===== src/rtl/txn_id_queue_if.sv =====
// Enqueue/dequeue handshake bundle between the AXI capture logic and txn_id_queue.
interface txn_id_queue_if #(
  parameter int IdWidth     = 4,
  parameter int LenWidth    = 8,
  parameter int BudgetWidth = 3,
  parameter int AccuWidth   = 10
);
  logic                   enq_valid_i;
  logic                   enq_ready_o;
  logic [IdWidth-1:0]     enq_id_i;
  logic [LenWidth-1:0]    enq_len_i;
  logic [BudgetWidth-1:0] budget_i;
  logic [AccuWidth-1:0]   accum_len_i;
  logic                   deq_valid_i;
  logic [IdWidth-1:0]     deq_id_i;
  logic                   deq_err_o;

  modport slave (
    input  enq_valid_i, enq_id_i, enq_len_i, budget_i, accum_len_i,
    input  deq_valid_i, deq_id_i,
    output enq_ready_o, deq_err_o
  );

  modport master (
    output enq_valid_i, enq_id_i, enq_len_i, budget_i, accum_len_i,
    output deq_valid_i, deq_id_i,
    input  enq_ready_o, deq_err_o
  );
endinterface


===== src/rtl/txn_id_queue.sv =====
// Per-ID in-order transaction tracker: head/tail table plus linked-data store.
// Define TXN_ID_QUEUE_TIMEOUT_EN to add per-entry budget counters and timeout reporting.
module txn_id_queue #(
  parameter int MaxTxns      = 8,
  parameter int HtCapacity   = 4,
  parameter int IdWidth      = 4,
  parameter int LenWidth     = 8,
  parameter int BudgetWidth  = 3,
  parameter int AccuWidth    = 10,
  parameter int CntWidth     = 16,
  parameter int PrescalerDiv = 1
) (
  input  logic                           clk_i,
  input  logic                           rst_i,
  txn_id_queue_if.slave                  q_if,
  input  logic                           tick_i,
  output logic                           timeout_o,
  output logic [IdWidth-1:0]             timeout_id_o,
  output logic [$clog2(MaxTxns+1)-1:0]   occupancy_o,
  output logic                           full_o,
  output logic                           empty_o
);
  localparam int LIdxW = $clog2(MaxTxns);
  localparam int HIdxW = (HtCapacity > 1) ? $clog2(HtCapacity) : 1;
  localparam int OccW  = $clog2(MaxTxns + 1);

  typedef logic [LIdxW-1:0] lidx_t;
  typedef logic [HIdxW-1:0] hidx_t;

  logic [HtCapacity-1:0] ht_valid_q, ht_valid_d;
  logic [IdWidth-1:0]    ht_id_q   [HtCapacity];
  logic [IdWidth-1:0]    ht_id_d   [HtCapacity];
  lidx_t                 ht_head_q [HtCapacity];
  lidx_t                 ht_head_d [HtCapacity];
  lidx_t                 ht_tail_q [HtCapacity];
  lidx_t                 ht_tail_d [HtCapacity];

  logic [MaxTxns-1:0]    ld_valid_q, ld_valid_d;
  lidx_t                 ld_next_q [MaxTxns];
  lidx_t                 ld_next_d [MaxTxns];

  logic [OccW-1:0]       occ_q, occ_d;
  logic                  deq_err_q, deq_err_d;

  logic                  enq_hit, deq_hit;
  hidx_t                 enq_hidx, deq_hidx;
  logic                  ht_free_any, ld_free_any;
  lidx_t                 ld_free_idx;
  logic                  enq_ready, enq_fire, deq_fire;
  lidx_t                 deq_head;
  logic                  deq_last;
  hidx_t                 ht_alloc_idx;

  // Lookups on registered state only, so enq_ready has no path from the dequeue port.
  always_comb begin
    enq_hit     = 1'b0;
    enq_hidx    = '0;
    deq_hit     = 1'b0;
    deq_hidx    = '0;
    ld_free_idx = '0;
    for (int i = HtCapacity - 1; i >= 0; i--) begin
      if (ht_valid_q[i] && (ht_id_q[i] == q_if.enq_id_i)) begin
        enq_hit  = 1'b1;
        enq_hidx = hidx_t'(i);
      end
      if (ht_valid_q[i] && (ht_id_q[i] == q_if.deq_id_i)) begin
        deq_hit  = 1'b1;
        deq_hidx = hidx_t'(i);
      end
    end
    for (int i = MaxTxns - 1; i >= 0; i--) begin
      if (!ld_valid_q[i]) ld_free_idx = lidx_t'(i);
    end
  end

  assign ht_free_any = ~&ht_valid_q;
  assign ld_free_any = ~&ld_valid_q;
  assign enq_ready   = ld_free_any && (enq_hit || ht_free_any);
  assign enq_fire    = q_if.enq_valid_i && enq_ready;
  assign deq_fire    = q_if.deq_valid_i && deq_hit;
  assign deq_head    = ht_head_q[deq_hidx];
  assign deq_last    = (deq_head == ht_tail_q[deq_hidx]);

  // Dequeue first, then enqueue against the post-dequeue tables.
  always_comb begin
    ht_valid_d   = ht_valid_q;
    ht_id_d      = ht_id_q;
    ht_head_d    = ht_head_q;
    ht_tail_d    = ht_tail_q;
    ld_valid_d   = ld_valid_q;
    ld_next_d    = ld_next_q;
    ht_alloc_idx = '0;

    if (deq_fire) begin
      ld_valid_d[deq_head] = 1'b0;
      if (deq_last) ht_valid_d[deq_hidx] = 1'b0;
      else          ht_head_d[deq_hidx]  = ld_next_q[deq_head];
    end

    for (int i = HtCapacity - 1; i >= 0; i--) begin
      if (!ht_valid_d[i]) ht_alloc_idx = hidx_t'(i);
    end
    // An ID emptied by this cycle's dequeue keeps its slot for the re-enqueue.
    if (enq_hit) ht_alloc_idx = enq_hidx;

    if (enq_fire) begin
      ld_valid_d[ld_free_idx] = 1'b1;
      if (enq_hit && ht_valid_d[enq_hidx]) begin
        ld_next_d[ht_tail_q[enq_hidx]] = ld_free_idx;
        ht_tail_d[enq_hidx]            = ld_free_idx;
      end else begin
        ht_valid_d[ht_alloc_idx] = 1'b1;
        ht_id_d[ht_alloc_idx]    = q_if.enq_id_i;
        ht_head_d[ht_alloc_idx]  = ld_free_idx;
        ht_tail_d[ht_alloc_idx]  = ld_free_idx;
      end
    end
  end

  assign occ_d     = occ_q + OccW'(enq_fire) - OccW'(deq_fire);
  assign deq_err_d = q_if.deq_valid_i && !deq_hit;

  always_ff @(posedge clk_i or posedge rst_i) begin
    if (rst_i) begin
      ht_valid_q <= '0;
      ld_valid_q <= '0;
      occ_q      <= '0;
      deq_err_q  <= 1'b0;
      for (int i = 0; i < HtCapacity; i++) begin
        ht_id_q[i]   <= '0;
        ht_head_q[i] <= '0;
        ht_tail_q[i] <= '0;
      end
      for (int i = 0; i < MaxTxns; i++) begin
        ld_next_q[i] <= '0;
      end
    end else begin
      ht_valid_q <= ht_valid_d;
      ht_id_q    <= ht_id_d;
      ht_head_q  <= ht_head_d;
      ht_tail_q  <= ht_tail_d;
      ld_valid_q <= ld_valid_d;
      ld_next_q  <= ld_next_d;
      occ_q      <= occ_d;
      deq_err_q  <= deq_err_d;
    end
  end

  assign q_if.enq_ready_o = enq_ready;
  assign q_if.deq_err_o   = deq_err_q;
  assign occupancy_o      = occ_q;
  assign full_o           = (occ_q == OccW'(MaxTxns));
  assign empty_o          = (occ_q == '0);

`ifdef TXN_ID_QUEUE_TIMEOUT_EN
  localparam int SumW     = BudgetWidth + AccuWidth + LenWidth + 2;
  localparam int BW       = (SumW > CntWidth + 1) ? SumW : CntWidth + 1;
  localparam int PreShift = $clog2(PrescalerDiv);
  localparam logic [BW-1:0] CntMax = {{(BW - CntWidth){1'b0}}, {CntWidth{1'b1}}};

  logic [CntWidth-1:0] cnt_q [MaxTxns];
  logic [CntWidth-1:0] cnt_d [MaxTxns];
  logic [BW-1:0]       term_accum, term_burst, budget_wide;
  logic [CntWidth-1:0] budget_sat;

  // Arithmetic is wide enough that the sum never wraps before saturation.
  always_comb begin
    term_accum  = BW'(q_if.budget_i) * BW'(q_if.accum_len_i);
    term_burst  = (BW'(q_if.budget_i) * (BW'(q_if.enq_len_i) + BW'(1))) >> PreShift;
    budget_wide = term_accum + term_burst + BW'(1);
    budget_sat  = (budget_wide > CntMax) ? '1 : budget_wide[CntWidth-1:0];
  end

  always_comb begin
    for (int i = 0; i < MaxTxns; i++) begin
      cnt_d[i] = cnt_q[i];
      if (tick_i && ld_valid_q[i] && (cnt_q[i] != '0)) cnt_d[i] = cnt_q[i] - CntWidth'(1);
    end
    if (enq_fire) cnt_d[ld_free_idx] = budget_sat;
  end

  always_ff @(posedge clk_i or posedge rst_i) begin
    if (rst_i) begin
      for (int i = 0; i < MaxTxns; i++) cnt_q[i] <= '0;
    end else begin
      cnt_q <= cnt_d;
    end
  end

  always_comb begin
    timeout_o    = 1'b0;
    timeout_id_o = '0;
    for (int i = HtCapacity - 1; i >= 0; i--) begin
      if (ht_valid_q[i] && (cnt_q[ht_head_q[i]] == '0)) begin
        timeout_o    = 1'b1;
        timeout_id_o = ht_id_q[i];
      end
    end
  end
`else
  logic                unused_inputs;
  logic [CntWidth-1:0] unused_cfg;

  assign unused_inputs = ^{tick_i, q_if.budget_i, q_if.accum_len_i, q_if.enq_len_i};
  assign unused_cfg    = CntWidth'(PrescalerDiv);
  assign timeout_o     = 1'b0;
  assign timeout_id_o  = '0;
`endif

endmodule


===== src/flat_wrapper.sv =====
// flat-port wrapper written by rule: the top's interface ports become plain ports
module txn_id_queue_flat 
#(
  parameter int MaxTxns      = 8,
  parameter int HtCapacity   = 4,
  parameter int IdWidth      = 4,
  parameter int LenWidth     = 8,
  parameter int BudgetWidth  = 3,
  parameter int AccuWidth    = 10,
  parameter int CntWidth     = 16,
  parameter int PrescalerDiv = 1
)
  (clk_i, rst_i, tick_i, timeout_o, timeout_id_o, occupancy_o, full_o, empty_o, q_if_enq_valid_i, q_if_enq_id_i, q_if_enq_len_i, q_if_budget_i, q_if_accum_len_i, q_if_deq_valid_i, q_if_deq_id_i, q_if_enq_ready_o, q_if_deq_err_o);
  txn_id_queue_if #(.IdWidth(IdWidth), .LenWidth(LenWidth), .BudgetWidth(BudgetWidth), .AccuWidth(AccuWidth)) q_if_i ();
  input  logic clk_i;
  input  logic rst_i;
  input  logic tick_i;
  output logic timeout_o;
  output logic [IdWidth-1:0] timeout_id_o;
  output logic [$clog2(MaxTxns+1)-1:0] occupancy_o;
  output logic full_o;
  output logic empty_o;
  input wire logic [$bits(q_if_i.enq_valid_i)-1:0] q_if_enq_valid_i;
  input wire logic [$bits(q_if_i.enq_id_i)-1:0] q_if_enq_id_i;
  input wire logic [$bits(q_if_i.enq_len_i)-1:0] q_if_enq_len_i;
  input wire logic [$bits(q_if_i.budget_i)-1:0] q_if_budget_i;
  input wire logic [$bits(q_if_i.accum_len_i)-1:0] q_if_accum_len_i;
  input wire logic [$bits(q_if_i.deq_valid_i)-1:0] q_if_deq_valid_i;
  input wire logic [$bits(q_if_i.deq_id_i)-1:0] q_if_deq_id_i;
  output wire logic [$bits(q_if_i.enq_ready_o)-1:0] q_if_enq_ready_o;
  output wire logic [$bits(q_if_i.deq_err_o)-1:0] q_if_deq_err_o;
  assign q_if_i.enq_valid_i = q_if_enq_valid_i;
  assign q_if_i.enq_id_i = q_if_enq_id_i;
  assign q_if_i.enq_len_i = q_if_enq_len_i;
  assign q_if_i.budget_i = q_if_budget_i;
  assign q_if_i.accum_len_i = q_if_accum_len_i;
  assign q_if_i.deq_valid_i = q_if_deq_valid_i;
  assign q_if_i.deq_id_i = q_if_deq_id_i;
  assign q_if_enq_ready_o = q_if_i.enq_ready_o;
  assign q_if_deq_err_o = q_if_i.deq_err_o;
  txn_id_queue #(.MaxTxns(MaxTxns), .HtCapacity(HtCapacity), .IdWidth(IdWidth), .LenWidth(LenWidth), .BudgetWidth(BudgetWidth), .AccuWidth(AccuWidth), .CntWidth(CntWidth), .PrescalerDiv(PrescalerDiv)) u_core (.clk_i(clk_i), .rst_i(rst_i), .q_if(q_if_i), .tick_i(tick_i), .timeout_o(timeout_o), .timeout_id_o(timeout_id_o), .occupancy_o(occupancy_o), .full_o(full_o), .empty_o(empty_o));
endmodule

===== config.mk =====
export PLATFORM = sky130hd
export DESIGN_NAME = txn_id_queue_flat
export DESIGN_NICKNAME = d
export VERILOG_FILES = /design/src/rtl/txn_id_queue_if.sv /design/src/rtl/txn_id_queue.sv /design/src/flat_wrapper.sv
export SDC_FILE = /design/constraint.sdc
export NUM_CORES = 1
export LEC_CHECK = 0
export CORE_ASPECT_RATIO = 1.4
export CORE_UTILIZATION = 50
export CTS_CLUSTER_SIZE = 24
export DETAILED_ROUTE_END_ITERATION = 16
export GPL_ROUTABILITY_DRIVEN = 0
export HOLD_SLACK_MARGIN = 0.08
export PLACE_DENSITY = 0.67
export SLEW_MARGIN = 5
export SYNTH_ARGS = -nofsm -noshare
export SYNTH_HDL_FRONTEND = slang
export SYNTH_SLANG_ARGS = --single-unit
export TNS_END_PERCENT = 5

===== constraint.sdc =====
create_clock -name clk_i -period 4.85 [get_ports clk_i]
set_input_delay 0.97 -clock clk_i [delete_from_list [all_inputs] [get_ports clk_i]]
set_output_delay 0.97 -clock clk_i [all_outputs]
set_load 0.05 [all_outputs]

Word level (Yosys, flattened, before mapping)
Cells that the tools add are included.
{"block": "op_classes", "add_sub_neg": 2, "order_cmp": 18, "eq_ne": 10, "n_mux": 78, "bitwise": 12, "n_reduce_logical": 30}
{"cell": "12-bit 2-to-1 mux", "count": 5}
{"cell": "3-bit 2-to-1 mux", "count": 20}
{"cell": "12-bit bitwise mux", "count": 4}
{"cell": "4-bit == test", "count": 8}
{"cell": "2-bit 2-to-1 mux", "count": 13}
{"cell": "24-bit bitwise mux", "count": 1}
{"cell": "1-bit logical AND", "count": 21}
{"cell": "4-bit 2-to-1 mux", "count": 5}
{"cell": "3-bit binary-select mux with 2-bit select", "count": 3}
{"cell": "3-bit demux with 2-bit select", "count": 3}
{"cell": "16-bit bitwise mux", "count": 1}
{"cell": "8-bit 2-to-1 mux", "count": 2}
{"cell": "1-bit 2-to-1 mux", "count": 13}
{"cell": "3-bit binary-select mux with 3-bit select", "count": 1}
{"cell": "3-bit demux with 3-bit select", "count": 1}
{"cell": "3-bit greater-or-equal comparator, second input constant", "count": 3}
{"cell": "2-bit by 3-bit less-than comparator with 1-bit output, second input constant", "count": 3}
{"cell": "3-bit by 1-bit less-than comparator with 1-bit output, second input constant", "count": 3}
{"cell": "2-bit inverter with 3-bit output", "count": 3}
{"cell": "8-bit AND", "count": 1}
{"cell": "4-bit demux with 2-bit select", "count": 1}
{"cell": "4-bit greater-or-equal comparator, second input constant", "count": 2}
{"cell": "3-bit by 4-bit less-than comparator with 1-bit output, second input constant", "count": 2}
{"cell": "3-bit inverter with 4-bit output", "count": 2}
{"cell": "22 further kinds", "count": 29}
{"block": "totals", "ff_bits": 81, "input_bits": 34, "out_inout_bits": 13, "wordCells": 174}

Longest topological paths before layout
{"block": "depth", "ltp_word": 27, "ltp_mapped": 16, "ltp_nobuf": 12}

Worst setup path before layout
OpenSTA, ideal clock, no wires.
{"block": "synth_path", "path_type": "input to register", "start": "input port q_if_deq_id_i[3]", "end": "register u_core.ht_tail_q[10] (netlist name)", "setup_time_ps": 128, "arrival_time_ps": 4284, "t_required_ps": 4722, "slack_ps": 439, "cell_stages": 15, "path_buffers": 4, "cell_sequence": "buf_4 > nor2b_1 > a2111oi_4 > and2_4 > buf_6 > o311ai_1 > a211oi_1 > a311oi_1 > or3_1 > buf_2 > o21a_1 > a2111o_1 > buf_4 > a211oi_2 > mux2_1"}
{"block": "synth_between", "elab_chain_cells": 26, "word_cells_on_any_way": 50, "classes_between": "4 x order compare; 5 x eq/ne; 29 x mux; 4 x bitwise; 8 x reduce/logical"}
{"element": "start, declared", "line_no": "flat_wrapper.sv:29", "source": "input wire logic [$bits(q_if_i.deq_id_i)-1:0] q_if_deq_id_i;"}
{"element": "4-bit == test", "line_no": "txn_id_queue.sv:66", "source": "if (ht_valid_q[i] && (ht_id_q[i] == q_if.deq_id_i)) begin"}
{"element": "1-bit logical AND", "line_no": "txn_id_queue.sv:66"}
{"element": "2-bit 2-to-1 mux (4 in series)", "line_no": "txn_id_queue.sv:66"}
{"element": "2-bit by 3-bit less-than comparator with 1-bit output (not written as such) / 2-bit by 1-bit greater-or-equal comparator with 1-bit output (equally long branches)", "line_no": "txn_id_queue.sv:96", "source": "if (deq_last) ht_valid_d[deq_hidx] = 1'b0;"}
{"element": "1-bit logical AND (not written as such)", "line_no": "txn_id_queue.sv:96"}
{"element": "1-bit 2-to-1 mux (not written as such)", "line_no": "txn_id_queue.sv:96"}
{"element": "1-bit demux with 2-bit select"}
{"element": "4-bit inverter (no line)"}
{"element": "(+7 left out)"}
{"element": "2-bit 2-to-1 mux", "line_no": "txn_id_queue.sv:104", "source": "if (enq_hit) ht_alloc_idx = enq_hidx;"}
{"element": "2-bit inverter with 3-bit output (not written as such)", "line_no": "txn_id_queue.sv:115", "source": "ht_tail_d[ht_alloc_idx] = ld_free_idx;"}
{"element": "3-bit greater-or-equal comparator (not written as such) / 3-bit by 1-bit less-than comparator with 1-bit output (equally long branches)", "line_no": "txn_id_queue.sv:115"}
{"element": "1-bit logical AND (not written as such)", "line_no": "txn_id_queue.sv:115"}
{"element": "3-bit 2-to-1 mux (not written as such)", "line_no": "txn_id_queue.sv:115"}
{"element": "3-bit demux with 2-bit select", "line_no": "txn_id_queue.sv:115"}
{"element": "12-bit bitwise mux", "line_no": "txn_id_queue.sv:115"}
{"element": "12-bit 2-to-1 mux (*)", "line_no": "txn_id_queue.sv:108", "source": "if (enq_hit && ht_valid_d[enq_hidx]) begin"}
{"element": "end signal, assigned", "line_no": "txn_id_queue.sv:141", "source": "ht_tail_q <= ht_tail_d;"}
{"element": "end, declared", "line_no": "txn_id_queue.sv:35", "source": "lidx_t ht_tail_q [HtCapacity];"}
Every way passes the cells marked *; elsewhere a longest branch is shown, timed or not. The select of a mux whose other input is x is not followed.
A chain may end at the register's enable or synchronous reset.

Final worst setup path
{"block": "layout_path", "start": "input port q_if_deq_id_i[0]", "end": "register u_core.ht_id_q[11] (netlist name)"}
{"block": "layout_between", "elab_chain_cells": 25, "word_cells_on_any_way": 51, "classes_between": "4 x order compare; 5 x eq/ne; 28 x mux; 5 x bitwise; 9 x reduce/logical"}
{"element": "4-bit == test", "line_no": "txn_id_queue.sv:66"}
{"element": "1-bit logical AND", "line_no": "txn_id_queue.sv:66"}
{"element": "2-bit 2-to-1 mux (4 in series)", "line_no": "txn_id_queue.sv:66"}
{"element": "2-bit by 3-bit less-than comparator with 1-bit output (not written as such) / 2-bit by 1-bit greater-or-equal comparator with 1-bit output (equally long branches)", "line_no": "txn_id_queue.sv:96"}
{"element": "1-bit logical AND (not written as such)", "line_no": "txn_id_queue.sv:96"}
{"element": "1-bit 2-to-1 mux (not written as such)", "line_no": "txn_id_queue.sv:96"}
{"element": "1-bit demux with 2-bit select"}
{"element": "4-bit inverter (no line)"}
{"element": "(+3 left out)"}
{"element": "2-bit 2-to-1 mux (4 in series)", "line_no": "txn_id_queue.sv:101", "source": "if (!ht_valid_d[i]) ht_alloc_idx = hidx_t'(i);"}
{"element": "2-bit 2-to-1 mux", "line_no": "txn_id_queue.sv:104"}
{"element": "2-bit inverter with 3-bit output (not written as such)", "line_no": "txn_id_queue.sv:113", "source": "ht_id_d[ht_alloc_idx] = q_if.enq_id_i;"}
{"element": "3-bit greater-or-equal comparator (not written as such) / 3-bit by 1-bit less-than comparator with 1-bit output (equally long branches)", "line_no": "txn_id_queue.sv:113"}
{"element": "1-bit logical AND (not written as such)", "line_no": "txn_id_queue.sv:113"}
{"element": "4-bit 2-to-1 mux (not written as such)", "line_no": "txn_id_queue.sv:113"}
{"element": "4-bit demux with 2-bit select", "line_no": "txn_id_queue.sv:113"}
{"element": "16-bit bitwise mux", "line_no": "txn_id_queue.sv:113"}
{"element": "end signal, assigned", "line_no": "txn_id_queue.sv:139", "source": "ht_id_q <= ht_id_d;"}
{"element": "end, declared", "line_no": "txn_id_queue.sv:31", "source": "logic [IdWidth-1:0] ht_id_q [HtCapacity];"}
Marked as above.

==> flow_metrics.env <==
export IMPL_wl_per_cell_um=19.0
export IMPL_synthArstFlopShare_pct=100
export IMPL_hold_viol=0
export IMPL_ys_top_cells_by_count="81 x dfrtp_1, 40 x mux2i_1, 38 x mux2_2"
export IMPL_n_fill_cell=806
export IMPL_yosysSeqAreaShare_pct=40.8
export IMPL_fin_skew_ps=8.44
export IMPL_synth_compound_area_share_pct=13.7
export IMPL_arrival_ps=4950
export IMPL_cts_tree="built"
export IMPL_worst_ir_drop_vdd_uv=326
export IMPL_endpoint_kind="register"
export IMPL_yosys_top_cells_area="dfrtp_1 41%, mux2_2 8.6%, mux2i_1 8.1%, nand2_1 2.7%, o21ai_0 2.4%"
export IMPL_relSlewSlack_pct=28.4
export IMPL_final_core_util_pct=61.9
export IMPL_period_share_pct=97.5
export IMPL_gr_total_overflow=0
export IMPL_die_area_mm2=0.0103
export IMPL_synthAdderAreaFrac_pct=1.92
export IMPL_path_max_fanout=7
export IMPL_pwr_density_cell_mw_per_mm2=791
export IMPL_start_kind="input pin"
export IMPL_dp_hpwl_mm=9.66
export IMPL_yosysWarnings=0
export IMPL_tightest_slew_ps=1070
export IMPL_clk_transition_reported_paths_ps=60
export IMPL_synth_top_family_by_area="multiplexers"
export IMPL_synth_cell_types=65
export IMPL_grt_max_degree=59
export IMPL_syn_area_per_cell_um2=10.4
export IMPL_synth_seq_cells=81
export IMPL_dr_pass1_iters=5
export IMPL_diodes=0
export IMPL_grt_busiest_layer="met2"
export IMPL_grtUsageMet3_pct=4.20
export IMPL_root_buffer="clkbuf_16"
export IMPL_clock_latency_ps=340
export IMPL_synth_edff_count=0
export IMPL_vias=4041
export IMPL_drt_iter0_drc=265
export IMPL_fin_nets=579
export IMPL_io_buffers=19
export IMPL_min_period_ps=4730
export IMPL_status="complete, no violations"
export IMPL_htree_levels=3
export IMPL_syn_area_mm2=0.00496
export IMPL_finalSetupViolCount=0
export IMPL_drive_above_1_share_pct=24.2
export IMPL_core_rowCount=42
export IMPL_drc=0
export IMPL_slew_viol_final=0
export IMPL_max_freq_ghz=0.211
export IMPL_numCtsBuffers=9
export IMPL_yosysTopAreaCell="dfrtp_1"
export IMPL_track_usage_pct=26.5
export IMPL_wl_mm=12.8
export IMPL_start_util_pct=51.9
export IMPL_synthMuxAreaShare_pct=19.9
export IMPL_synth_xor_area_share_pct=4.41
export IMPL_ant_nets=0
export IMPL_hp_class="register to register"
export IMPL_cts_sinks=81
export IMPL_die_h_um=120
export IMPL_grtUsageMet2_pct=46.9
export IMPL_syn_inst=478
export IMPL_required_ps=5070
export IMPL_power_leakage_uw=0.00275
export IMPL_die_x_um=86.2
export IMPL_fin_hold_ws_ps=506
export IMPL_synth_flop_cell="dfrtp_1"
export IMPL_grt_pass1_vias=4173
export IMPL_synth_top_area_share_pct=40.8
export IMPL_via_per_inst=6.00
export IMPL_clock_path_buffers=2
export IMPL_grt_pass1_wl_mm=20.9
export IMPL_pin_count=47
export IMPL_post_synth_top_count_cell="dfrtp_1"
export IMPL_core_area_mm2=0.00956
export IMPL_syn_to_final_growth_pct=19.3
export IMPL_criticalPathCategory="input pin to register"
export IMPL_cap_viol_max_count=0
export IMPL_synth_simple_area_share_pct=14.3
export IMPL_grt_use_met1_pct=30.1
export IMPL_grt_antenna_before_repair=0
[cell type report]
type / count / area, um2 / area share (%)
clock inverters: 4 / 45.0 / 0.761
repair buffers: 70 / 583 / 9.85
inverters: 26 / 98.8 / 1.67
well taps: 132 / 165 / 2.79
clock buffers: 11 / 233 / 3.93
multi-input cells: 350 / 2770 / 46.8
flip-flops and latches: 81 / 2030 / 34.2
[stage by stage]
stage	power, uW	std cells	cell area, um2	TNS [ps]	worst slack, ps
3_3_place_gp	3840	659	5580	-3040	-145
5_1_grt	5010	674	5920	-631	-43.8
4_1_cts	4600	674	5860	0	140
2_1_floorplan	2990	482	4980	0	439
6_report	4680	674	5920	0	120
3_5_place_dp	3930	659	5580	-5050	-206
[power by group]
group          switching (uW)  internal, uW  leakage, uW
logic                    1590          1220      0.00162
clock network             262           393     0.000139
registers                 247           970     0.000999
total                    2100          2590      0.00275
[metal layers]
layer | vias to the layer above | share of wire [%]
met5 | - | 0
met4 | 0 | 4.4
met3 | 36 | 3.5
met2 | 133 | 54
met1 | 2017 | 38
li1 | 1855 | -
[sequential cells by signal, summed over array words and instances, names as in the netlist]
signal,flops
u_core.ht_head_q,12
u_core.ht_valid_q,4
u_core.ld_next_q,24
u_core.q_if.deq_err_o,1
u_core.occupancy_o,4
u_core.ht_id_q,16
u_core.ld_valid_q,8
u_core.ht_tail_q,12
[worst paths after layout]
kind | slack, ps | cells past startpoint | from | end
max in group asynchronous | 2780 | 3 | rst_i | u_core.ld_next_q[20]
min | 510 | 1 | u_core.ld_next_q[8] | u_core.ld_next_q[8]
max | 120 | 14 | q_if_deq_id_i[0] | u_core.ht_id_q[11]
max reg2reg | 880 | 13 | u_core.ht_id_q[6] | u_core.ht_id_q[11]
min in group asynchronous | 1170 | 2 | rst_i | u_core.occupancy_o[3]
min reg2reg | 510 | 1 | u_core.ld_next_q[8] | u_core.ld_next_q[8]
[placed cells by master (no fill, tap or decap), types with 7 or more instances in the layout]
cell,n
buf_4,51
and3_1,8
nand3_1,15
mux2_2,38
mux2i_1,40
o21ai_0,24
clkbuf_16,9
a21oi_1,7
xor2_1,12
clkdlybuf4s50_1,18
xnor2_1,13
dfrtp_1,81
nor3_1,7
inv_1,25
nor2_1,18
mux2_1,9
nand2b_1,11
nand4_1,11
nand2_1,36
[cells by family after synthesis]
group / Yosys count
AO/OA/AOI/OAI: 87
flip-flops: 81
buffers and inverters: 51
AND/OR/NAND/NOR: 135
adder cells (fa/ha/maj): 7
other: 1
XOR/XNOR: 25
multiplexers: 91
[critical path, cell delays in order]
cell and delay [ps]:
clkdlybuf4s50_1 450, buf_4 170, xnor2_1 280, nand3_4 200, a2111oi_2 360, o311ai_1 210, a211oi_1 330, a311oi_2 80
or3_1 420, o21a_1 210, a2111o_2 540, buf_4 190, nand3_2 170, mux2_2 360
[what timing repair did]
item,4_1_cts,5_1_grt
gates resized for setup,0,14
hold buffers,0,0
setup endpoints to repair,0,36
setup buffers,0,0
(Power assumes the default switching activity.)
